**config.mk**
```make
export PLATFORM = sky130hd
export DESIGN_NAME = forward_hazard_ctrl
export DESIGN_NICKNAME = d
export VERILOG_FILES = /design/src/rtl/fwd_pkg.sv /design/src/rtl/fwd_operand_sel.sv /design/src/rtl/forward_hazard_ctrl.sv
export SDC_FILE = /design/constraint.sdc
export NUM_CORES = 1
export LEC_CHECK = 0
export CAP_MARGIN = 20
export CORE_MARGIN = 2
export CORE_UTILIZATION = 50
export DETAILED_ROUTE_END_ITERATION = 12
export PLACE_DENSITY = 0.78
export SLEW_MARGIN = 20
export SYNTH_ARGS = -nofsm -noshare
export SYNTH_HDL_FRONTEND = slang
export SYNTH_SLANG_ARGS = --single-unit
export TNS_END_PERCENT = 5
```
**constraint.sdc**
```tcl
create_clock -name clk -period 4.3 [get_ports clk]
set_input_delay 1.075 -clock clk [delete_from_list [all_inputs] [get_ports clk]]
set_output_delay 1.075 -clock clk [all_outputs]
set_load 0.01 [all_outputs]
```
**src/rtl/fwd_pkg.sv**
```systemverilog
// Shared types for the EX-stage forwarding control.
//   fwd_sel_t    : forward-select encoding consumed by the EX operand muxes
//   ex_entry_t   : shadow of the instruction sitting in EX
//   late_entry_t : shadow of the instructions in MEM and WB (producer info only)
package fwd_pkg;

    // Register-address width baked into the shadow entries; the top-level
    // REG_AW parameter must equal this value.
    localparam int FWD_REG_AW = 5;

    typedef enum logic [1:0] {
        FWD_REG = 2'b00,   // register-file read data
        FWD_MEM = 2'b01,   // MEM/WB writeback data
        FWD_ALU = 2'b10    // EX/MEM ALU result
    } fwd_sel_t;

    typedef struct packed {
        logic                  valid;
        logic [FWD_REG_AW-1:0] rs1;
        logic [FWD_REG_AW-1:0] rs2;
        logic                  uses_rs1;
        logic                  uses_rs2;
        logic [FWD_REG_AW-1:0] rd;
        logic                  reg_write;
        logic                  mem_read;
    } ex_entry_t;

    typedef struct packed {
        logic                  valid;
        logic [FWD_REG_AW-1:0] rd;
        logic                  reg_write;
    } late_entry_t;

    function automatic late_entry_t to_late(input ex_entry_t e);
        late_entry_t l;
        l.valid     = e.valid;
        l.rd        = e.rd;
        l.reg_write = e.reg_write;
        return l;
    endfunction

    // True when the entry will write 'src' (x0 is never a producer).
    function automatic logic produces(input late_entry_t e,
                                      input logic [FWD_REG_AW-1:0] src);
        return e.valid && e.reg_write && (e.rd == src) && (src != '0);
    endfunction

endpackage

```
**src/rtl/fwd_operand_sel.sv**
```systemverilog
// Forward select for one EX operand.
//   ex_valid : EX holds a real instruction
//   src      : source register of this operand
//   uses     : instruction actually reads this operand
//   mem_q    : shadow of MEM stage (youngest producer)
//   wb_q     : shadow of WB stage
//   sel      : FWD_ALU / FWD_MEM / FWD_REG
import fwd_pkg::*;

module fwd_operand_sel (
    input  logic                  ex_valid,
    input  logic [FWD_REG_AW-1:0] src,
    input  logic                  uses,
    input  late_entry_t           mem_q,
    input  late_entry_t           wb_q,
    output fwd_sel_t              sel
);

    always_comb begin
        sel = FWD_REG;
        if (ex_valid && uses && (src != '0)) begin
            // MEM first: when both stages write src, MEM is the newer value.
            if (produces(mem_q, src))
                sel = FWD_ALU;
            else if (produces(wb_q, src))
                sel = FWD_MEM;
        end
    end

endmodule

```
**src/rtl/forward_hazard_ctrl.sv**
```systemverilog
// Forwarding / load-use hazard control for the 5-stage RV32 pipeline.
// Shadows the EX, MEM and WB destination info, drives the EX operand
// forward selects from that registered state, and raises a one-cycle
// decode stall for load-use pairs.
//   clk, rst_n          : clock, async active-low reset
//   id_*                : decode-stage instruction fields
//   flush               : redirect; instruction entering EX is killed
//   fwd_a_sel/fwd_b_sel : EX operand selects (00 RF, 10 ALU, 01 WB)
//   stall               : hold PC and IF/ID
//   stall_count         : saturating count of stall cycles
import fwd_pkg::*;

module forward_hazard_ctrl #(
    parameter int REG_AW = 5,
    parameter int CNT_W  = 16
) (
    input  logic              clk,
    input  logic              rst_n,
    input  logic              id_valid,
    input  logic [REG_AW-1:0] id_rs1,
    input  logic [REG_AW-1:0] id_rs2,
    input  logic              id_uses_rs1,
    input  logic              id_uses_rs2,
    input  logic [REG_AW-1:0] id_rd,
    input  logic              id_reg_write,
    input  logic              id_mem_read,
    input  logic              flush,
    output logic [1:0]        fwd_a_sel,
    output logic [1:0]        fwd_b_sel,
    output logic              stall,
    output logic [CNT_W-1:0]  stall_count
);

    ex_entry_t   ex_q, ex_d;
    late_entry_t mem_q, wb_q;
    logic        mem_load;   // MEM entry is a load; only used by the check below
    logic        hazard;

    // ---------------- load-use detection ----------------
    always_comb begin
        hazard = 1'b0;
        if (id_valid && ex_q.valid && ex_q.mem_read && ex_q.reg_write &&
            (ex_q.rd != '0)) begin
            hazard = (id_uses_rs1 && (id_rs1 == ex_q.rd)) ||
                     (id_uses_rs2 && (id_rs2 == ex_q.rd));
        end
    end

    // A flushed instruction is dead, so it never needs to wait.
    assign stall = hazard & ~flush;

    // ---------------- EX entry capture ----------------
    always_comb begin
        ex_d = '0;
        if (id_valid && !stall && !flush) begin
            ex_d.valid     = 1'b1;
            ex_d.rs1       = id_rs1;
            ex_d.rs2       = id_rs2;
            ex_d.uses_rs1  = id_uses_rs1;
            ex_d.uses_rs2  = id_uses_rs2;
            ex_d.rd        = id_rd;
            ex_d.reg_write = id_reg_write;
            ex_d.mem_read  = id_mem_read;
        end
    end

    always_ff @(posedge clk or negedge rst_n) begin
        if (!rst_n) begin
            ex_q     <= '0;
            mem_q    <= '0;
            wb_q     <= '0;
            mem_load <= 1'b0;
        end else begin
            ex_q     <= ex_d;
            mem_q    <= to_late(ex_q);
            wb_q     <= mem_q;
            mem_load <= ex_q.valid & ex_q.mem_read;
        end
    end

    // ---------------- stall counter ----------------
    always_ff @(posedge clk or negedge rst_n) begin
        if (!rst_n)
            stall_count <= '0;
        else if (stall && (stall_count != {CNT_W{1'b1}}))
            stall_count <= stall_count + 1'b1;
    end

    // ---------------- operand selects ----------------
    logic [1:0][FWD_REG_AW-1:0] src;
    logic [1:0]                 uses;
    fwd_sel_t                   sel [2];

    assign src[0]  = ex_q.rs1;
    assign src[1]  = ex_q.rs2;
    assign uses[0] = ex_q.uses_rs1;
    assign uses[1] = ex_q.uses_rs2;

    for (genvar i = 0; i < 2; i++) begin : g_op
        fwd_operand_sel u_sel (
            .ex_valid (ex_q.valid),
            .src      (src[i]),
            .uses     (uses[i]),
            .mem_q    (mem_q),
            .wb_q     (wb_q),
            .sel      (sel[i])
        );
    end

    assign fwd_a_sel = sel[0];
    assign fwd_b_sel = sel[1];

    // A load still in MEM feeding the EX instruction means the stall failed:
    // its data is not available on the ALU bypass yet.
    logic load_escape;
    always_comb begin
        load_escape = 1'b0;
        if (ex_q.valid && mem_load && mem_q.valid && mem_q.reg_write &&
            (mem_q.rd != '0)) begin
            load_escape = (ex_q.uses_rs1 && (ex_q.rs1 == mem_q.rd)) ||
                          (ex_q.uses_rs2 && (ex_q.rs2 == mem_q.rd));
        end
    end

    a_no_load_escape: assert property (@(posedge clk) disable iff (!rst_n) !load_escape);

endmodule

```
# After elaboration in Yosys (flattened, before gate mapping)
# Cells that the tools add are included.
# classes
add_sub_neg,1
n_eq_ne,7
muxes,8
bitwise_logic,2
n_reduce_logical,29
# ops
op,count
$eq 5x5->1,6
$logic_and 1x1->1,23
$mux 20,1
$add 16x1->16 const B,1
$ne 16x16->1 const B,1
$reduce_bool 5->1,3
$mux 2,4
$mux 1,3
$logic_not 1->1,2
$and 1x1->1,1
$logic_or 1x1->1,1
$not 1->1,1
# word_totals
reg_bits,50
word_cells,62

# Logic depth before layout (Yosys ltp)
# Gate-level depths: netlist (run 1).
# logic_depth
ltp_word,10
ltp_mapped,7
ltp_nobuf,6

# By module
# From an unflattened synthesis (run 1), not the netlist that was laid out.
# unflattened
hier_cells,195
hier_area_um2,2297.2
# by_module_without_submodules
module,instances,cells_per_inst,area_each_um2,seq_area_each_um2
forward_hazard_ctrl,1,155,1991.9,1251.2
fwd_operand_sel,2,20,152.6,0.0

# Least setup slack after synthesis (run 1)
# Ideal clock, no wire load.
# synth_path
kind,input -> output
from,input id_rs2[0]
to,output stall
arrival_time_ns,1.859
t_required_ns,3.225
slack_ns,1.366
path_stages,4
n_path_buf,0
cell_sequence,xnor2_1 > nand4_1 > o22ai_2 > and2_1
# synth_between
elab_chain_len,5
# synth_lines
element,line,source
from (decl),forward_hazard_ctrl.sv:21,"input logic [REG_AW-1:0] id_rs2,"
$eq 5x5->1,forward_hazard_ctrl.sv:45,(id_uses_rs2 && (id_rs2 == ex_q.rd));
$logic_and 1x1->1,forward_hazard_ctrl.sv:45,
$logic_or 1x1->1,forward_hazard_ctrl.sv:44,hazard = (id_uses_rs1 && (id_rs1 == ex_q.rd)) ||
$mux 1,forward_hazard_ctrl.sv:42,if (id_valid && ex_q.valid && ex_q.mem_read && ex_q.reg_write &&
$and 1x1->1,forward_hazard_ctrl.sv:50,assign stall = hazard & ~flush;
to (decl),forward_hazard_ctrl.sv:30,"output logic stall,"
# No other way between the ends.

# Worst setup path after layout (run 1)
# layout_path
from,input id_rs2[3]
to,output stall
# The elaborated chain is that of the path after synthesis.

==> results of run 1 <==
[layer usage]
metal  track usage, %  vias to the layer above  routed length, µm
met5                0                        -                  0
met2             29.0                       26               2040
li1                 -                      748                  -
met3             4.70                        5                130
met1             23.9                      715               1890
met4             6.92                        0                 78
[registers in the layout (all words and copies together) (netlist names)]
signal	flops
ex_q	20
stall_count	16
mem_q	7
wb_q	7
[synth_stat cells, types with 2 or more instances]
| master | count |
|---|---|
| buf_6 | 3 |
| nand3_1 | 6 |
| a31oi_1 | 3 |
| nand4_1 | 15 |
| or4_1 | 2 |
| and2_1 | 20 |
| dfrtp_1 | 50 |
| nand4b_1 | 2 |
| xor2_1 | 6 |
| nor2_1 | 7 |
| nor3_1 | 5 |
| xnor2_1 | 37 |
| nand2_1 | 7 |
| and3_1 | 9 |
[per-stage QoR]
step / setup slack (ns) / hold slack [ns] / total power, mW
floorplan: 1.37 / 0.373 / 0.540
global placement: 0.464 / 0.390 / 0.577
detailed placement: 0.455 / 0.390 / 0.579
CTS: 0.440 / 0.411 / 0.898
global route: 0.333 / 0.429 / 0.925
finish: 0.454 / 0.409 / 0.884
[worst max-delay path, stage by stage]
cell and delay, ns:
clkdlybuf4s50_1 0.49, xnor2_1 0.13, nand4_1 0.13, o22ai_2 0.21
and2_1 0.19, clkdlybuf4s50_1 0.55
[where the power goes]
group	total, mW	switching [mW]	internal [mW]
clock	0.316	0.143	0.173
sequential	0.496	0.0138	0.482
combinational	0.0716	0.0305	0.0411
[layout make-up]
type	count	area (µm²)
repair buffers	46	448
flip-flops and latches	50	1250
well taps	52	65.1
clock buffers	6	72.6
inverters	1	3.75
fillers	360	1520
multi-input cells	133	955
clock inverters	2	37.5
[cell usage in the layout, fill, tap and decap left out, drive strengths merged, types with 2 or more instances in the layout]
cell type       n
a31oi           3
and2           20
and3            9
buf             4
clkbuf          6
clkdlybuf4s50  42
dfrtp          50
nand2           7
nand3           6
nand4          15
nand4b          2
nor2            7
nor3            5
or4             3
xnor2          37
xor2            6
[path summary, 6_finish.rpt]
path / endpoint / start / depth (start not counted) / slack (ns)
worst max-delay path: stall / id_rs2[3] / 6 / 0.45
worst min-delay path: wb_q[0]$_DFF_PN0_ / mem_q[0]$_DFF_PN0_ / 0 / 0.41
worst max register to register: stall_count[1]$_DFFE_PN0P_ / ex_q[3]$_DFF_PN0_ / 6 / 2.27
worst min register to register: wb_q[0]$_DFF_PN0_ / mem_q[0]$_DFF_PN0_ / 0 / 0.41
max in group asynchronous: stall_count[4]$_DFFE_PN0P_ / rst_n / 2 / 3.04
min in group asynchronous: ex_q[6]$_DFF_PN0_ / rst_n / 2 / 0.86
[kinds of logic (layout without fill, tap and decap cells)]
family,after synthesis,in the layout,synth area share (%)
muxes,2,2,0.946
AOI/OAI and AO/OA,7,7,3.23
DFF,50,50,55.6
xor gates and xnor gates,43,43,16.8
and+or+nand+nor,80,80,21.0
buffers and inverters,5,55,1.89
adders and majority gates,1,1,0.556
==> flow_metrics.py, run 1 <==
metrics = {
    "status": {
        "status": "complete, no violations",
    },
    "clocking": {
        "cts_buffers": 5,
        "post-cts-setup-buffers": 0,
        "htreeDepth": 2,
        "cts.reportedPaths.clkPinSlew_ns": 0.08,
        "cts_resized": 0,
        "cts_tree": "done",
        "hold_buffers": 0,
        "clock_path_buffers": 2,
        "clk_latency_ns": 0.30,
        "cts.sinks": 50,
        "cts_root_buf": "clkbuf_8",
    },
    "grt": {
        "overflow": 0,
        "grt_pass1_wl_um": 6860,
        "grt_max_degree": 51,
        "first_global_vias": 1441,
        "antenna_found_initial": 0,
        "grtUsageTotal_pct": 18.1,
    },
    "timing": {
        "grt_setup_unrepaired": "false",
        "finalCritPeriodShare_pct": 89.5,
        "slew_headroom_pct": 60.7,
        "fin_tns_setup_ns": 0,
        "finalHoldViolCount": 0,
        "fin_skew_ns": 0.00662,
        "period_needed_ns": 3.85,
        "slew_viol_final": 0,
        "setup_viol": 0,
        "clock.fmax_mhz": 260,
        "worst_pin_slew_ns": 0.589,
    },
    "drt": {
        "ant_nets": 0,
        "num_vias": 1494,
        "drt-total-wl_um": 4140,
        "first_pass_iters": 4,
        "routedWlPerCell_um": 14.3,
        "viasPerCell": 5.15,
        "drc": 0,
        "drt_iter0_markers": 99,
    },
    "synth": {
        "synth.top_cells.by_area": "dfrtp_1 56%, xnor2_1 14%, and2_1 5.6%",
        "synth-seq-cells": 50,
        "yosysTopAreaCellShare_pct": 55.6,
        "seq_area_frac_synth_pct": 55.6,
        "syn_inst": 188,
        "synth_edf_count": 0,
        "async_flop_share_pct": 100,
        "syn-cell-area_um2": 2250,
        "synth_top_area_cell": "dfrtp_1",
        "synth_fp_nets": 212,
        "syn-mean-instance-area_um2": 12.0,
        "synthFlopType": "dfrtp_1",
        "synth.distinct_cells": 30,
        "yosysWarnings": 0,
    },
    "critical_path": {
        "critPathMaxFanout": 2,
        "end_kind": "output port",
        "startpoint_type": "primary input",
        "required_ns": 3.22,
        "worst-setup-path-type": "in2out",
        "critPathArrivalTime_ns": 2.77,
    },
    "placement": {
        "port_buffers": 43,
        "dp.cells": 282,
        "gp_congestion": 0.808,
        "dpl.hpwl_um": 3100,
        "placed_area_um2": 2720,
    },
    "floorplan": {
        "initial_core_util_pct": 51.6,
        "dieHeight_um": 71.1,
        "rows": 24,
        "ios": 44,
        "die_area_um2": 5050,
        "core_um2": 4350,
        "die_w_um": 71.1,
    },
    "worst_hold_path": {
        "holdCritPathClass": "reg2reg",
    },
    "cells_and_area": {
        "nets": 261,
        "fin_util_pct": 65.1,
        "antenna_cells": 0,
        "design_area_um2": 2830,
        "fin_cells": 290,
        "syn_to_final_growth_pct": 26.0,
        "drive_above_1_share_pct": 6.72,
    },
    "flow_run": {
        "drv_cap": 0,
    },
    "power_and_ir_drop": {
        "irDropWorstVdd_mv": 0.231,
        "powerDensity_nw_per_um2": 312,
        "cellLeakagePower_nw": 1.24,
    },
}
(Power assumes the default switching activity.)
==> inputs of run 2 (changes only) <==
--- a/config.mk
+++ b/config.mk
@@ -8,6 +8,7 @@
 export CAP_MARGIN = 20
 export CORE_MARGIN = 2
 export CORE_UTILIZATION = 50
+export CTS_BUF_LIST = sky130_fd_sc_hd__clkbuf_8 sky130_fd_sc_hd__clkbuf_16
 export DETAILED_ROUTE_END_ITERATION = 12
 export PLACE_DENSITY = 0.78
 export SLEW_MARGIN = 20
==> flow_metrics.py, run 2 (synthesis gave the netlist of run 1 again) <==
metrics = {
    "drt": {
        "viasPerCell": 5.16,
        "routedWlPerCell_um": 14.3,
        "drc": 0,
        "drt-total-wl_um": 4130,
        "drt_iter0_markers": 99,
        "first_pass_iters": 4,
        "ant_nets": 0,
        "num_vias": 1495,
    },
    "grt": {
        "antenna_found_initial": 0,
        "grt_pass1_wl_um": 6860,
        "first_global_vias": 1441,
        "grt_max_degree": 51,
        "overflow": 0,
        "grtUsageTotal_pct": 18.1,
    },
    "timing": {
        "finalCritPeriodShare_pct": 89.5,
        "setup_viol": 0,
        "clock.fmax_mhz": 260,
        "period_needed_ns": 3.85,
        "grt_setup_unrepaired": "false",
        "fin_tns_setup_ns": 0,
        "finalHoldViolCount": 0,
        "slew_headroom_pct": 60.7,
        "slew_viol_final": 0,
        "hold_ws_ns": 0.409,
        "worst_pin_slew_ns": 0.590,
        "fin_skew_ns": 0.00662,
    },
    "cells_and_area": {
        "largestRegisters": "ex_q: 20 flops, stall_count: 16 flops",
        "mostFrequentLayoutCell": "dfrtp_1",
        "antenna_cells": 0,
        "fin_util_pct": 65.1,
        "top_register": "ex_q",
        "nets": 261,
        "final_cell_mix": "50 x dfrtp_1, 42 x clkdlybuf4s50_1, 37 x xnor2_1, 20 x and2_1, 15 x nand4_1",
        "syn_to_final_growth_pct": 26.0,
        "largest_register_ffs": 20,
        "drive_above_1_share_pct": 6.72,
        "fin_cells": 290,
    },
    "critical_path": {
        "path_cells": "clkdlybuf4s50_1 -> xnor2_1 -> nand4_1 -> o22ai_2 -> and2_1 -> clkdlybuf4s50_1",
        "slowest_delay_ns": 0.55,
        "cpMostUsedCell": "clkdlybuf4s50_1",
        "end_kind": "output port",
        "startpoint_type": "primary input",
        "timing.rr.start": "ex_q[3]$_DFF_PN0_",
        "startpoint": "id_rs2[3]",
        "worst-setup-path-type": "in2out",
        "critPathMaxFanout": 2,
        "slowest_stage": "clkdlybuf4s50_1",
        "critPathArrivalTime_ns": 2.77,
        "required_ns": 3.22,
    },
    "floorplan": {
        "core_um2": 4350,
        "ios": 44,
        "die_w_um": 71.1,
        "dieHeight_um": 71.1,
        "die_area_um2": 5050,
        "rows": 24,
        "initial_core_util_pct": 51.6,
    },
    "flow_run": {
        "drv_cap": 0,
    },
    "clocking": {
        "cts_resized": 0,
        "post-cts-setup-buffers": 0,
        "cts.sinks": 50,
        "clock_path_buffers": 2,
        "clk_latency_ns": 0.30,
        "cts.reportedPaths.clkPinSlew_ns": 0.08,
        "hold_buffers": 0,
        "cts_buffers": 5,
        "cts_tree": "done",
        "cts_root_buf": "clkbuf_8",
        "htreeDepth": 2,
    },
    "power_and_ir_drop": {
        "power.total_mw": 0.882,
        "cellLeakagePower_nw": 1.25,
        "irDropWorstVdd_mv": 0.231,
        "powerDensity_nw_per_um2": 311,
    },
    "placement": {
        "gp_congestion": 0.808,
        "port_buffers": 43,
        "dpl.hpwl_um": 3100,
        "dp.cells": 282,
    },
    "worst_hold_path": {
        "min_from": "mem_q[0]$_DFF_PN0_",
        "holdCritPathClass": "reg2reg",
    },
    "status": {
        "status": "complete, no violations",
    },
}
-- run 2: cell types whose count changed in the layout (fill, tap and decap cells not counted) --
cell      before  now
clkbuf_1       1    0
inv_1          1    2
-- run 2: where the power goes --
part / switching [mW] / internal, mW / leakage [nW]
registers: 0.0138 / 0.482 / 0.674
clock network: 0.143 / 0.171 / 0.0556
logic: 0.0305 / 0.0411 / 0.517
total: 0.187 / 0.694 / 1.25
-- run 2: cell type report --
class,instances,area (µm²)
multi-input combinational,133,955
timing repair buffer,46,448
inverter,1,3.75
sequential,50,1250
clock buffer,5,68.8
clock inverter,3,41.3
fill,360,1520
tap,52,65.1
-- run 2: critical path: cells and delay by family --
kind,cells,cell delay [ns]
buffers and inverters,2,1.04
AND/OR/NAND/NOR,2,0.32
AO/OA/AOI/OAI,1,0.21
XOR/XNOR,1,0.13
-- run 2: final timing paths --
kind	to	slack, ns	cells past startpoint
worst max-delay path	stall	0.45	6
worst min-delay path	wb_q[0]$_DFF_PN0_	0.41	0
worst max register to register	stall_count[1]$_DFFE_PN0P_	2.27	6
worst min register to register	wb_q[0]$_DFF_PN0_	0.41	0
max in group asynchronous	stall_count[4]$_DFFE_PN0P_	3.04	2
min in group asynchronous	ex_q[6]$_DFF_PN0_	0.86	2
-- run 2: metal layers --
metal	vias up	global-route usage (%)	wire length, µm
li1	748	-	-
met1	718	23.9	1900
met2	24	29.0	2030
met3	5	4.70	124
met4	0	6.92	78
met5	-	0	0
-- run 2: metrics by stage --
stage	area [µm²]	setup WS (ns)
2_1_floorplan	2250	1.37
3_3_place_gp	2720	0.464
3_5_place_dp	2720	0.455
4_1_cts	2830	0.440
5_1_grt	2830	0.333
6_report	2830	0.454
